--- src/rtl/wide_op_seq.sv ---
// Sequences a 16-bit operation as two byte passes through an external 8-bit ALU,
// chaining the shift/carry bit between passes and assembling the registered result.

package wide_op_seq_pkg;
  // Opcode 0 is the ALU no-op; 6 and 7 are unused and treated as illegal.
  localparam logic [2:0] kADD = 3'd1;
  localparam logic [2:0] kSUB = 3'd2;
  localparam logic [2:0] kLSH = 3'd3;
  localparam logic [2:0] kRSH = 3'd4;
  localparam logic [2:0] kAND = 3'd5;
  localparam logic [2:0] kNOP = 3'd0;
endpackage

module wide_op_seq
  import wide_op_seq_pkg::*;
(
  input  logic        clk,
  input  logic        rst_n,
  input  logic        start_i,
  input  logic [2:0]  opw_i,
  input  logic [15:0] a16_i,
  input  logic [15:0] b16_i,
  input  logic        cin_i,
  output logic [7:0]  alu_a_o,
  output logic [7:0]  alu_b_o,
  output logic [2:0]  alu_op_o,
  output logic        alu_sc_in_o,
  input  logic [7:0]  alu_out_i,
  input  logic        alu_sc_out_i,
  output logic [15:0] result_o,
  output logic        cout_o,
  output logic        zero16_o,
  output logic        busy_o,
  output logic        done_o
);

  typedef enum logic [1:0] {StIdle, StFirst, StSecond, StDone} state_e;

  state_e      state_q, state_d;
  logic [2:0]  op_q;
  logic [15:0] a_q, b_q;
  logic        cin_q;
  logic        sc_q;
  logic [15:0] result_q;
  logic        cout_q;
  logic        done_q;

  logic        accept;
  logic        busy;
  logic        op_legal;
  logic        sel_hi;
  logic [7:0]  a_byte, b_byte;
  logic [7:0]  res_byte;
  logic        res_sc;

  assign accept   = start_i && ((state_q == StIdle) || (state_q == StDone));
  assign busy     = (state_q == StFirst) || (state_q == StSecond);
  assign op_legal = op_q inside {kADD, kSUB, kLSH, kRSH, kAND};

  // Right shifts walk high byte first so the shift-in bit travels downwards.
  assign sel_hi = (state_q == StFirst) ? (op_q == kRSH) : (op_q != kRSH);
  assign a_byte = sel_hi ? a_q[15:8] : a_q[7:0];
  assign b_byte = sel_hi ? b_q[15:8] : b_q[7:0];

  // Illegal ops write zeros regardless of what the ALU returns.
  assign res_byte = op_legal ? alu_out_i : 8'h00;
  assign res_sc   = op_legal ? alu_sc_out_i : 1'b0;

  // Next-state logic for the two-pass sequencer.
  always_comb begin
    state_d = state_q;
    unique case (state_q)
      StIdle:   if (start_i) state_d = StFirst;
      StFirst:  state_d = StSecond;
      StSecond: state_d = StDone;
      StDone:   state_d = start_i ? StFirst : StIdle;
      default:  state_d = StIdle;
    endcase
  end

  // State register.
  always_ff @(posedge clk or negedge rst_n) begin
    if (!rst_n) begin
      state_q <= StIdle;
    end else begin
      state_q <= state_d;
    end
  end

  // ALU drive: zero outside the two busy passes and for illegal ops.
  always_comb begin
    alu_a_o     = 8'h00;
    alu_b_o     = 8'h00;
    alu_op_o    = kNOP;
    alu_sc_in_o = 1'b0;
    if (busy && op_legal) begin
      alu_a_o = a_byte;
      unique case (op_q)
        kADD: begin
          alu_op_o = kADD;
          alu_b_o  = b_byte;
        end
        kSUB: begin
          // A - B as A + ~B + 1, borrow chained through the carry.
          alu_op_o = kADD;
          alu_b_o  = ~b_byte;
        end
        kLSH, kRSH: begin
          alu_op_o = op_q;
        end
        kAND: begin
          alu_op_o = kAND;
          alu_b_o  = b_byte;
        end
        default: begin
          alu_op_o = kNOP;
        end
      endcase
      if (state_q == StFirst) begin
        unique case (op_q)
          kADD, kLSH, kRSH: alu_sc_in_o = cin_q;
          kSUB:             alu_sc_in_o = 1'b1;
          default:          alu_sc_in_o = 1'b0;
        endcase
      end else begin
        alu_sc_in_o = sc_q;
      end
    end
  end

  // Operand capture, inter-pass carry, result assembly and the done pulse.
  always_ff @(posedge clk or negedge rst_n) begin
    if (!rst_n) begin
      op_q     <= kNOP;
      a_q      <= 16'h0000;
      b_q      <= 16'h0000;
      cin_q    <= 1'b0;
      sc_q     <= 1'b0;
      result_q <= 16'h0000;
      cout_q   <= 1'b0;
      done_q   <= 1'b0;
    end else begin
      done_q <= (state_q == StSecond);
      if (accept) begin
        op_q  <= opw_i;
        a_q   <= a16_i;
        b_q   <= b16_i;
        cin_q <= cin_i;
      end
      if (busy) begin
        if (sel_hi) begin
          result_q[15:8] <= res_byte;
        end else begin
          result_q[7:0] <= res_byte;
        end
      end
      if (state_q == StFirst) begin
        sc_q <= res_sc;
      end
      if (state_q == StSecond) begin
        cout_q <= res_sc;
      end
    end
  end

  assign result_o = result_q;
  assign cout_o   = cout_q;
  assign zero16_o = (result_q == 16'h0000);
  assign busy_o   = busy;
  assign done_o   = done_q;

endmodule

--- config.mk ---
export PLATFORM = sky130hd
export DESIGN_NAME = wide_op_seq
export DESIGN_NICKNAME = d
export VERILOG_FILES = /design/src/rtl/wide_op_seq.sv
export SDC_FILE = /design/constraint.sdc
export NUM_CORES = 1
export LEC_CHECK = 0
export BUFFER_PORTS_ARGS = -buffer_cell sky130_fd_sc_hd__buf_2
export CORE_ASPECT_RATIO = 1.2
export CORE_MARGIN = 2
export CORE_UTILIZATION = 57
export CTS_BUF_LIST = sky130_fd_sc_hd__clkbuf_8
export CTS_CLUSTER_SIZE = 25
export DETAILED_ROUTE_END_ITERATION = 7
export GPL_TIMING_DRIVEN = 0
export PLACE_DENSITY = 0.85
export SETUP_SLACK_MARGIN = 0.05
export SLEW_MARGIN = 40
export SYNTH_ARGS = -nofsm -noshare
export SYNTH_HDL_FRONTEND = slang
export SYNTH_SLANG_ARGS = --single-unit
--- constraint.sdc ---
create_clock -name clk -period 6.3 [get_ports clk]
set_input_delay 0.945 -clock clk [delete_from_list [all_inputs] [get_ports clk]]
set_output_delay 0.945 -clock clk [all_outputs]
set_load 0.02 [all_outputs]
# Word-level counts from Yosys, hierarchy flattened
# Cells that the tools add are included.
[word_totals]
ff_bits = 57
inputBits = 48
wordCells = 51
[op_classes]
n_eq_ne = 10
muxes = 16
bitwise = 2
n_reduce_logical = 13
[op_table]
columns = ["cell", "n"]
rows = [
  ["$mux W8", 5],
  ["$logic_not A16 Y1", 1],
  ["$pmux W8 S2", 1],
  ["$pmux W3 S3", 1],
  ["$not A8 Y8", 1],
  ["$pmux W2 S4", 1],
  ["$eq A3 B2 Y1 const B", 2],
  ["$eq A3 B3 Y1 const B", 2],
  ["$reduce_or A2 Y1", 3],
  ["$mux W1", 5],
  ["$reduce_bool A5 Y1", 1],
  ["$eq A2 B2 Y1 const B", 2],
  ["$reduce_and A2 Y1", 2],
  ["$eq A3 B1 Y1 const B", 1],
  ["$mux W3", 1],
  ["$ne A3 B3 Y1 const B", 1],
  ["$reduce_or A3 Y1", 1],
  ["$eq A2 B1 Y1 const B", 1],
  ["$logic_and A1 B1 Y1", 2],
  ["$logic_not A2 Y1", 1],
  ["$logic_or A1 B1 Y1", 2],
  ["$mux W2", 1],
  ["$ne A2 B2 Y1 const B", 1],
  ["$pmux W1 S2", 1],
  ["$not A1 Y1", 1],
]

# Depth between registers and ports, before layout
# Gate-level depths: netlist (run 1).
[depth]
ltp_word = 6
ltp_mapped = 8
mapped_depth_nobuf = 5

# Worst setup path before layout (run 1)
# Ideal clock, no wire load.
[synth_path]
kind = "reg2out"
from = "register state_q[0]"
to = "output alu_b_o[0]"
arrival_time_ns = 2.074
path_slack_ns = 3.281
stages_incl_launch_ff = 7
n_path_buf = 2
cell_sequence = "dfrtp_1 inv_1 ha_1 buf_2 or3b_2 clkbuf_1 mux2i_1"
[synth_via]
elab_cells_between_ends = 9
classes_between = "eq/ne: 2; mux: 4; bitwise: 1; reduce/logical: 2"
[synth_lines]
columns = ["item", "line", "source"]
rows = [
  ["start: declaration", "39", "state_e state_q, state_d;"],
  ["start signal: assignment", "84", "state_q <= StIdle;"],
  ["start signal: assignment", "86", "state_q <= state_d;"],
  ["$eq A2 B1 Y1 / $eq A2 B2 Y1 (equally long branches)", "57", "assign busy = (state_q == StFirst) || (state_q == StSecond);"],
  ["$logic_or A1 B1 Y1 (*)", "57", ""],
  ["net busy_o", "33", "output logic busy_o,"],
  ["$logic_and A1 B1 Y1 (*)", "96", "if (busy && op_legal) begin"],
  ["$mux W8 (*)", "96", ""],
  ["end: declaration", "25", "output logic [7:0] alu_b_o,"],
]
# Mark *: on every way through the listed nets, which the timed path passes. The rest lies on a longest branch.

# Worst setup path in the final report (run 1)
[layout_path]
from = "register state_q[0]"
to = "output alu_b_o[7]"
[layout_via]
elab_chain_len = 6
elab_cells_between_ends = 9
classes_between = "eq/ne: 2; mux: 4; bitwise: 1; reduce/logical: 2"
[layout_rtl]
columns = ["item", "line", "source"]
rows = [
  ["$eq A2 B1 Y1", "57, 61", ""],
  ["$mux W1", "61", "assign sel_hi = (state_q == StFirst) ? (op_q == kRSH) : (op_q != kRSH);"],
  ["$mux W8", "63", "assign b_byte = sel_hi ? b_q[15:8] : b_q[7:0];"],
  ["$not A8 Y8", "106", "alu_b_o = ~b_byte;"],
  ["$pmux W8 S2", "98", "unique case (op_q)"],
  ["$mux W8 (*)", "96", ""],
]
# Every way passes the cells marked *; elsewhere a longest branch is shown, timed or not.

==> results_dict.tcl, run 1 <==
set metrics [dict create \
    die_area_mm2 0.00542 \
    finalWirelength_um 5530 \
    dr.first_iter.drc_count 106 \
    drv_cap 0 \
    report.final.setup_viol 0 \
    synth_top_area_cell "dfrtp_1" \
    start_util 0.596 \
    syn_area_per_cell_um2 13.1 \
    hold_class "flip-flop to flip-flop" \
    fin_area_mm2 0.00345 \
    synth_edf_count 0 \
    rsz0062_at_grt "no" \
    nFillCells 318 \
    grt_pass1_wl_um 9040 \
    routed-via-count 1951 \
    cts_resized 0 \
    fin_crit_sh 0.537 \
    place_congestion 0.707 \
    finalSetupTns_ns 0 \
    ios 88 \
    nNetsFinal 362 \
    ys_seq_elements 57 \
    slew_viol_final 0 \
    cp.required_ns 5.35 \
    p_leak_uw 0.00179 \
    postPlaceCellArea_mm2 0.00327 \
    dp_hpwl_um 3940 \
    synthArstFlopShare 1.00 \
    top_layer "met4" \
    vdd_drop_max_v 0.000406 \
    drive_above_1_share 0.524 \
    drc 0 \
    grt_pass1_vias 2012 \
    dieWidth_um 67.5 \
    clk_latency_ns 0.33 \
    syn2layout_area_growth_pct 25.1 \
    core-area_mm2 0.00463 \
    slew_headroom 0.528 \
    fp-row-count 27 \
    diodes 0 \
    finalPower_uw 2240 \
    root_buffer "clkbuf_8" \
    die_h_um 80.2 \
    final-hold-violation-count 0 \
    finClkSkew_ns 0.00585 \
    worstPathMaxFanout 9 \
    ys_seq_area_frac 0.517 \
    ant_nets 0 \
    clk_pin_slew_worst_paths_ns 0.06 \
    end_kind "primary output" \
    syn_area_mm2 0.00276 \
    drtPass1Iterations 4 \
    met1_length_um 2340 \
    whs_ns 0.508 \
    synthFlopType "dfrtp_1" \
    cp_data_arrival_time_ns 2.44 \
    period_minus_slack_ns 3.38 \
    holdBufCountCts 0 \
    min_path_cells 1 \
    synth_top_cells_by_area "dfrtp_1 52%, mux2_2 18%, mux2i_1 8.7%, mux2_4 4.4%, ha_1 2.3%" \
    synth_fp_nets 264 \
    vias_per_cell 5.26 \
    overflow 0 \
    yosys-top-cells-count "57 x dfrtp_1, 43 x mux2_2, 24 x mux2i_1, 12 x nor2_1" \
    setup.worst_path.start_class "flip-flop" \
    stdcell_count 371 \
    grt_max_degree 58 \
    yosysWarnings 0 \
    cts-htree-levels 3 \
    numPortBuffers 87 \
    cts_tree "done" \
    grt_usage 0.229 \
    antenna_found_initial 0 \
    yosysMostFrequentCell "dfrtp_1" \
    tightest_slew_ns 0.708 \
    synth_cell_types 31 \
    post_cts_buffers 0 \
    yosysTopAreaCellShare 0.517 \
    wl_met3_um 401 \
    routed-wl-met2_um 2670 \
    max-clock-path-buffers 2 \
    power_density_mw_per_mm2 650 \
    numCtsBuffers 9 \
    post-place-cells 356 \
    ff2ff_path_depth 7 \
    timing.fmax_mhz 296 \
    criticalPathCategory "flip-flop to primary output" \
    status "finished, final reports clean" \
    cts_sinks 57 \
    wl_per_cell_um 14.9 \
    synth_cells 211 \
]
==> layout by cell type, fill, tap and decap left out, types with 7 or more instances in the layout <==
cell type,instances
mux2_4,8
mux2i_1,24
mux2_2,43
clkbuf_8,12
inv_1,7
nor2_1,12
buf_2,91
and2_1,8
dfrtp_1,57
==> worst max-delay path: stages, from the launching register on <==
cell and delay [ns]:
dfrtp_1 0.40, inv_1 0.13, ha_1 0.31, buf_2 0.18
or3b_2 0.45, clkbuf_1 0.22, mux2i_1 0.22, buf_2 0.19
==> layout make-up <==
type	count	area (µm²)	share of cell area
clock inverters	3	16.3	0.00471
well taps	58	72.6	0.0210
multi-input cells	137	1250	0.362
inverters	6	22.5	0.00652
clock buffers	12	165	0.0478
plain buffers	11	62.6	0.0181
repair buffers	87	438	0.127
flip-flops and latches	57	1430	0.413
==> state kept, by name (all words and copies together), names as in the netlist <==
register	flops
a_q	16
b_q	16
cin_q	1
cout_o	1
done_o	1
op_q	3
result_o	16
sc_q	1
state_q	2
==> layer usage <==
metal	up-vias	global-route usage
met2	64	0.365
met4	0	0.129
met5	-	0
li1	944	-
met3	10	0.0602
met1	933	0.277
==> path summary, 6_finish.rpt <==
check | start | to | slack (ns)
max | state_q[0]$_DFFE_PN0P_ | alu_b_o[7] | 2.92
min | b_q[6]$_DFFE_PN0P_ | b_q[6]$_DFFE_PN0P_ | 0.51
max reg2reg | state_q[0]$_DFFE_PN0P_ | a_q[1]$_DFFE_PN0P_ | 3.90
min reg2reg | b_q[6]$_DFFE_PN0P_ | b_q[6]$_DFFE_PN0P_ | 0.51
max in group asynchronous | rst_n | a_q[1]$_DFFE_PN0P_ | 5.17
min in group asynchronous | rst_n | done_o$_DFF_PN0_ | 0.67
==> kinds of logic (layout without fill, tap and decap cells) <==
logic type | Yosys count | after routing | synth area share
AO/OA/AOI/OAI | 14 | 14 | 0.0290
XOR/XNOR | 1 | 1 | 0.00997
adder cells (fa/ha/maj) | 5 | 5 | 0.0227
buffers and inverters | 17 | 119 | 0.0308
flip-flops | 57 | 57 | 0.517
multiplexers | 75 | 75 | 0.306
AND/OR/NAND/NOR | 42 | 42 | 0.0848
==> through the flow <==
| stage | worst slack, ns | utilization |
|---|---|---|
| 6_report | 2.92 | 0.746 |
| 3_5_place_dp | 3.29 | 0.707 |
| 2_1_floorplan | 3.28 | - |
| 4_1_cts | 2.91 | 0.746 |
| 3_3_place_gp | 3.29 | 0.706 |
| 5_1_grt | 2.79 | 0.746 |
==> report_power, final <==
group          total (µW)  internal, µW  switching (µW)  leakage, µW
clock network         309           170             138    0.0000957
logic                1270           601             665      0.00100
registers             669           555             114     0.000686
Note: power is estimated with default switching activity, not from simulation.
==> run 2, diff against run 1 <==
- ABC_AREA: default -> 1
- CORE_UTILIZATION: 57 -> 53
- PLACE_DENSITY: 0.85 -> 0.8
- clock period: 6.3 -> 3.3 ns (I/O delays scaled with it)
==> results_dict.tcl, run 2 <==
set metrics [dict create \
    cp_data_arrival_time_ns 2.24 \
    drtPass1Iterations 4 \
    stdcell_count 435 \
    cp.required_ns 2.80 \
    ys_seq_elements 57 \
    synth-xor-area-share 0 \
    grt_max_degree 58 \
    tightest_slew_ns 0.704 \
    report.final.setup_viol 0 \
    start_util 0.557 \
    yosysWarnings 0 \
    clk_pin_slew_worst_paths_ns 0.06 \
    ant_nets 0 \
    synth_cells 273 \
    final-hold-violation-count 0 \
    synthFlopType "dfrtp_1" \
    vdd_drop_max_v 0.000683 \
    clk_latency_ns 0.34 \
    critPathTopFamily "simple AND/OR/NAND/NOR gates" \
    synth_top_area_cell "dfrtp_1" \
    cp_slowest_stage_delay_ns 0.39 \
    synth.area.mux_share 0.138 \
    cts_sinks 57 \
    ios 88 \
    grt_pass1_wl_um 10600 \
    finClkSkew_ns 0.00792 \
    synth-compound-area-share 0.0853 \
    hold_class "primary input to async pin" \
    drive_above_1_share 0.397 \
    numPortBuffers 87 \
    period_minus_slack_ns 2.74 \
    cts_tree "done" \
    vias_per_cell 5.25 \
    cp.depth 11 \
    drv_cap 0 \
    routed-via-count 2284 \
    yosys-top-cells-count "68 x nand2_1, 57 x dfrtp_1, 21 x a21oi_1, 19 x mux2_2, 18 x nor2_1" \
    grt_pass1_vias 2409 \
    place_congestion 0.788 \
    finalWirelength_um 6310 \
    whs_ns 0.198 \
    synthAdderAreaFrac 0.0226 \
    final_cell_mix "87 x buf_2, 68 x nand2_1, 57 x dfrtp_1" \
    synthArstFlopShare 1.00 \
    slew_headroom 0.531 \
    core-area_mm2 0.00497 \
    path_cells "inv_1 > ha_1 > inv_1 > nand3_4 > nand2_8 > buf_6 > nand2_1 > nand3_1 > nand2_1 > nor2_1 > buf_2" \
    rsz0062_at_grt "no" \
    die_area_mm2 0.00583 \
    syn2layout_area_growth_pct 25.1 \
    worst-r2r-setup-slack_ns 1.27 \
    slowest_stage "dfrtp_1" \
    yosysTopAreaCellShare 0.515 \
    syn_area_mm2 0.00277 \
    antenna_found_initial 0 \
    p_leak_uw 0.00178 \
    timing.fmax_mhz 365 \
    wl_per_cell_um 14.5 \
    synth_cell_types 25 \
    yosysMostFrequentCell "nand2_1" \
    post-place-cells 420 \
    mostFrequentLayoutCell "buf_2" \
    synth_edf_count 0 \
    setup.worst_path.start_class "flip-flop" \
    cts-htree-levels 3 \
    dp_hpwl_um 4630 \
    synth-simple-area-share 0.199 \
    routed-wl-met2_um 3150 \
    die_h_um 83.2 \
    drc 0 \
    holdBufCountCts 0 \
    numCtsBuffers 9 \
    top_layer "met4" \
    cts_resized 0 \
    root_buffer "clkbuf_8" \
    slew_viol_final 0 \
    ff2ff_path_depth 7 \
    max-clock-path-buffers 2 \
    status "finished, final reports clean" \
    fp-row-count 28 \
    nNetsFinal 424 \
    worstPathMaxFanout 10 \
    ys_seq_area_frac 0.515 \
    synth_top_cells_by_area "dfrtp_1 51%, nand2_1 9.2%, mux2_2 7.7%, mux2_1 6.1%, a21oi_1 3.8%" \
    met1_length_um 2610 \
    end_kind "primary output" \
    wl_met3_um 401 \
    post_cts_buffers 0 \
    dr.first_iter.drc_count 89 \
    grt_usage 0.232 \
    syn_area_per_cell_um2 10.2 \
    synth_top_family_by_area "simple AND/OR/NAND/NOR gates" \
    finalSetupTns_ns 0 \
    cp.buffers_inverters 4 \
    synth_fp_nets 326 \
    overflow 0 \
    criticalPathCategory "flip-flop to primary output" \
    fin_crit_sh 0.830 \
    diodes 0 \
    power_density_mw_per_mm2 1210 \
    dieWidth_um 70.0 \
]
[run 2: cell count changes after synthesis, moves of 14 or more]
cell	change
mux2i_1	-24
mux2_2	-24
mux2_1	+15
a21oi_1	+16
nand2_1	+63
nand3_1	+14
[run 2: power by group]
| part | switching (µW) | internal (µW) |
|---|---|---|
| Sequential | 211 | 1040 |
| Combinational | 1450 | 893 |
| Clock | 266 | 325 |
| Total | 1930 | 2260 |
[run 2: layer usage]
layer	global-route usage	vias to the layer above
met5	0	-
met4	0.115	0
met3	0.0801	16
met2	0.383	76
met1	0.267	1078
li1	-	1114
[run 2: through the flow]
step | setup WS (ns) | area, µm² | utilization | total power (µW)
CTS | 0.574 | 3470 | 0.697 | 4210
detailed placement | 0.940 | 3280 | 0.660 | 3620
finish | 0.562 | 3470 | 0.697 | 4190
floorplan | 1.15 | 2770 | - | 2980
global placement | 0.970 | 3280 | 0.660 | 3530
global route | 0.416 | 3470 | 0.697 | 4530
[run 2: final cells by class]
| cell class | instances | area [µm²] |
|---|---|---|
| clock inverter | 3 | 16.3 |
| inverter | 11 | 46.3 |
| tap | 60 | 75.1 |
| buffer | 7 | 65.1 |
| sequential | 57 | 1430 |
| timing repair buffer | 87 | 438 |
| fill | 379 | 1510 |
| clock buffer | 12 | 165 |
| multi-input combinational | 198 | 1230 |
[run 2: path summary, 6_finish.rpt]
| check | startpoint | to |
|---|---|---|
| max in group asynchronous | rst_n | b_q[8]$_DFFE_PN0P_ |
| min reg2reg | a_q[9]$_DFFE_PN0P_ | a_q[9]$_DFFE_PN0P_ |
| min | rst_n | result_o[6]$_DFFE_PN0P_ |
| max reg2reg | state_q[0]$_DFFE_PN0P_ | b_q[15]$_DFFE_PN0P_ |
| max | state_q[1]$_DFFE_PN0P_ | alu_b_o[6] |
| min in group clk | a16_i[7] | a_q[7]$_DFFE_PN0P_ |
[run 2: worst register-to-register path: cells and delay by family (launching register included)]
family / cells / cell delay (ns)
adder cells (fa/ha/maj): 1 / 0.49
buffers and inverters: 4 / 0.59
flip-flops: 1 / 0.40
multiplexers: 1 / 0.34
AND/OR/NAND/NOR: 1 / 0.08
[run 2: logic make-up (layout without fill, tap and decap cells)]
family	count (synthesis)	count (layout)
buffers and inverters	18	120
adder cells (fa/ha/maj)	5	5
flip-flops	57	57
AO/OA/AOI/OAI	41	41
AND/OR/NAND/NOR	118	118
multiplexers	34	34
==> run 3, diff against run 2 <==
- CORE_UTILIZATION: 53 -> 48
- PLACE_DENSITY: 0.8 -> 0.76
- clock period: 3.3 -> 2.3 ns (I/O delays scaled with it)
==> results_dict.tcl, run 3 (synthesis results as in run 2) <==
set metrics [dict create \
    drtPass1Iterations 4 \
    p_leak_uw 0.00188 \
    slew_viol_final 0 \
    drv_cap 0 \
    numCtsBuffers 9 \
    hold_class "primary input to async pin" \
    worstPathMaxFanout 9 \
    cp.depth 10 \
    clk_pin_slew_worst_paths_ns 0.07 \
    ant_nets 0 \
    start_util 0.492 \
    worstSetupStartpoint "state_q[1]$_DFFE_PN0P_" \
    critPathTopFamily "buffers and inverters" \
    criticalPathCategory "flip-flop to primary output" \
    vdd_drop_max_v 0.000944 \
    dp_hpwl_um 4620 \
    power_density_mw_per_mm2 1770 \
    cts_sinks 57 \
    die_h_um 87.2 \
    overflow 0 \
    setup.worst_path.start_class "flip-flop" \
    antenna_found_initial 0 \
    wl_per_cell_um 14.6 \
    cp.buffers_inverters 5 \
    grt_max_degree 58 \
    period_minus_slack_ns 2.19 \
    cts-htree-levels 3 \
    slowest_stage "dfrtp_1" \
    grt_pass1_vias 2334 \
    ios 88 \
    grt_usage 0.218 \
    holdBufCountCts 0 \
    rsz0062_at_grt "yes" \
    routed-via-count 2356 \
    place_congestion 0.780 \
    clk_latency_ns 0.33 \
    cp_data_arrival_time_ns 1.84 \
    cts_tree "done" \
    die_area_mm2 0.00640 \
    timing.fmax_mhz 457 \
    status "finished, final reports clean" \
    max-clock-path-buffers 2 \
    slew_headroom 0.517 \
    finalWirelength_um 6630 \
    finClkSkew_ns 0.00752 \
    cp_slowest_stage_delay_ns 0.39 \
    final_util 0.660 \
    tightest_slew_ns 0.725 \
    cp.required_ns 1.96 \
    mostFrequentLayoutCell "buf_2" \
    report.final.setup_viol 0 \
    numPortBuffers 87 \
    nNetsFinal 439 \
    diodes 0 \
    vias_per_cell 5.20 \
    finalSetupTns_ns 0 \
    end_kind "primary output" \
    drc 0 \
    final_cell_mix "76 x buf_2, 63 x nand2_1, 55 x dfrtp_1" \
    core-area_mm2 0.00563 \
    ff2ff_path_depth 8 \
    final-hold-violation-count 0 \
    drive_above_1_share 0.455 \
    dr.first_iter.drc_count 88 \
    grt_pass1_wl_um 10500 \
    whs_ns 0.0573 \
    r2r-start "state_q[1]$_DFFE_PN0P_" \
    fp-row-count 30 \
    fin_crit_sh 0.951 \
    syn2layout_area_growth_pct 34.1 \
    path_cells "inv_2 > ha_4 > inv_4 > nand3_4 > nand2_8 > buf_12 > inv_6 > nand2_1 > a21oi_1 > buf_2" \
    dieWidth_um 73.4 \
    root_buffer "clkbuf_8" \
]
run 3: cell types whose count changed in the layout (fill, tap and decap cells not counted), sizes merged:
cell,previous run,this run
clkinv,1,3
clkbuf,12,10
buf,94,108
run 3: per-stage QoR:
stage          total power, µW  cells  area [µm²]  setup slack [ns]
3_5_place_dp              5180    424        3290             0.118
6_report                  6570    453        3720             0.113
2_1_floorplan             4280    273        2770             0.296
4_1_cts                   6080    443        3500            0.0675
3_3_place_gp              5080    424        3290             0.116
5_1_grt                   7090    453        3720            0.0105
run 3: where the power goes:
part | switching (µW) | total, µW | internal, µW
registers | 319 | 1810 | 1490
logic | 2260 | 4020 | 1760
clock network | 373 | 740 | 368
run 3: layer usage:
layer  GRT usage  share of wire  vias up
li1            -              -     1143
met1       0.268           0.41     1122
met2       0.362           0.52       81
met3      0.0590          0.061       10
met4      0.0860          0.012        0
met5           0              0        -
run 3: final cells by class:
type | count | area (µm²)
Inverter | 11 | 51.3
Sequential cell | 57 | 1430
Multi-Input combinational cell | 198 | 1310
Buffer | 7 | 68.8
Clock buffer | 9 | 124
Fill cell | 470 | 1910
Timing Repair Buffer | 102 | 632
Clock inverter | 5 | 26.3
Tap cell | 64 | 80.1
run 3: worst paths after layout:
| path | endpoint | slack, ns |
|---|---|---|
| worst max-delay path | alu_a_o[0] | 0.11 |
| worst min-delay path | b_q[2]$_DFFE_PN0P_ | 0.06 |
| worst max register to register | a_q[9]$_DFFE_PN0P_ | 0.39 |
| worst min register to register | a_q[8]$_DFFE_PN0P_ | 0.49 |
| max in group asynchronous | op_q[0]$_DFFE_PN0P_ | 1.72 |
| min in group clk | cin_q$_DFFE_PN0P_ | 0.23 |
run 3: worst register-to-register path: cells and delay by family (launching register included):
kind,cells,cell delay [ns]
buffers and inverters,5,0.66
adders and majority gates,1,0.34
DFF,1,0.37
muxes,1,0.34
and+or+nand+nor,1,0.07
run 3: what timing repair did:
action                                  4_1_cts  5_1_grt
pin swaps                                     2       13
endpoints found under the setup margin       16       14
gates cloned                                  0        1
buffers inserted                              5        9
gates resized for setup                       8       29
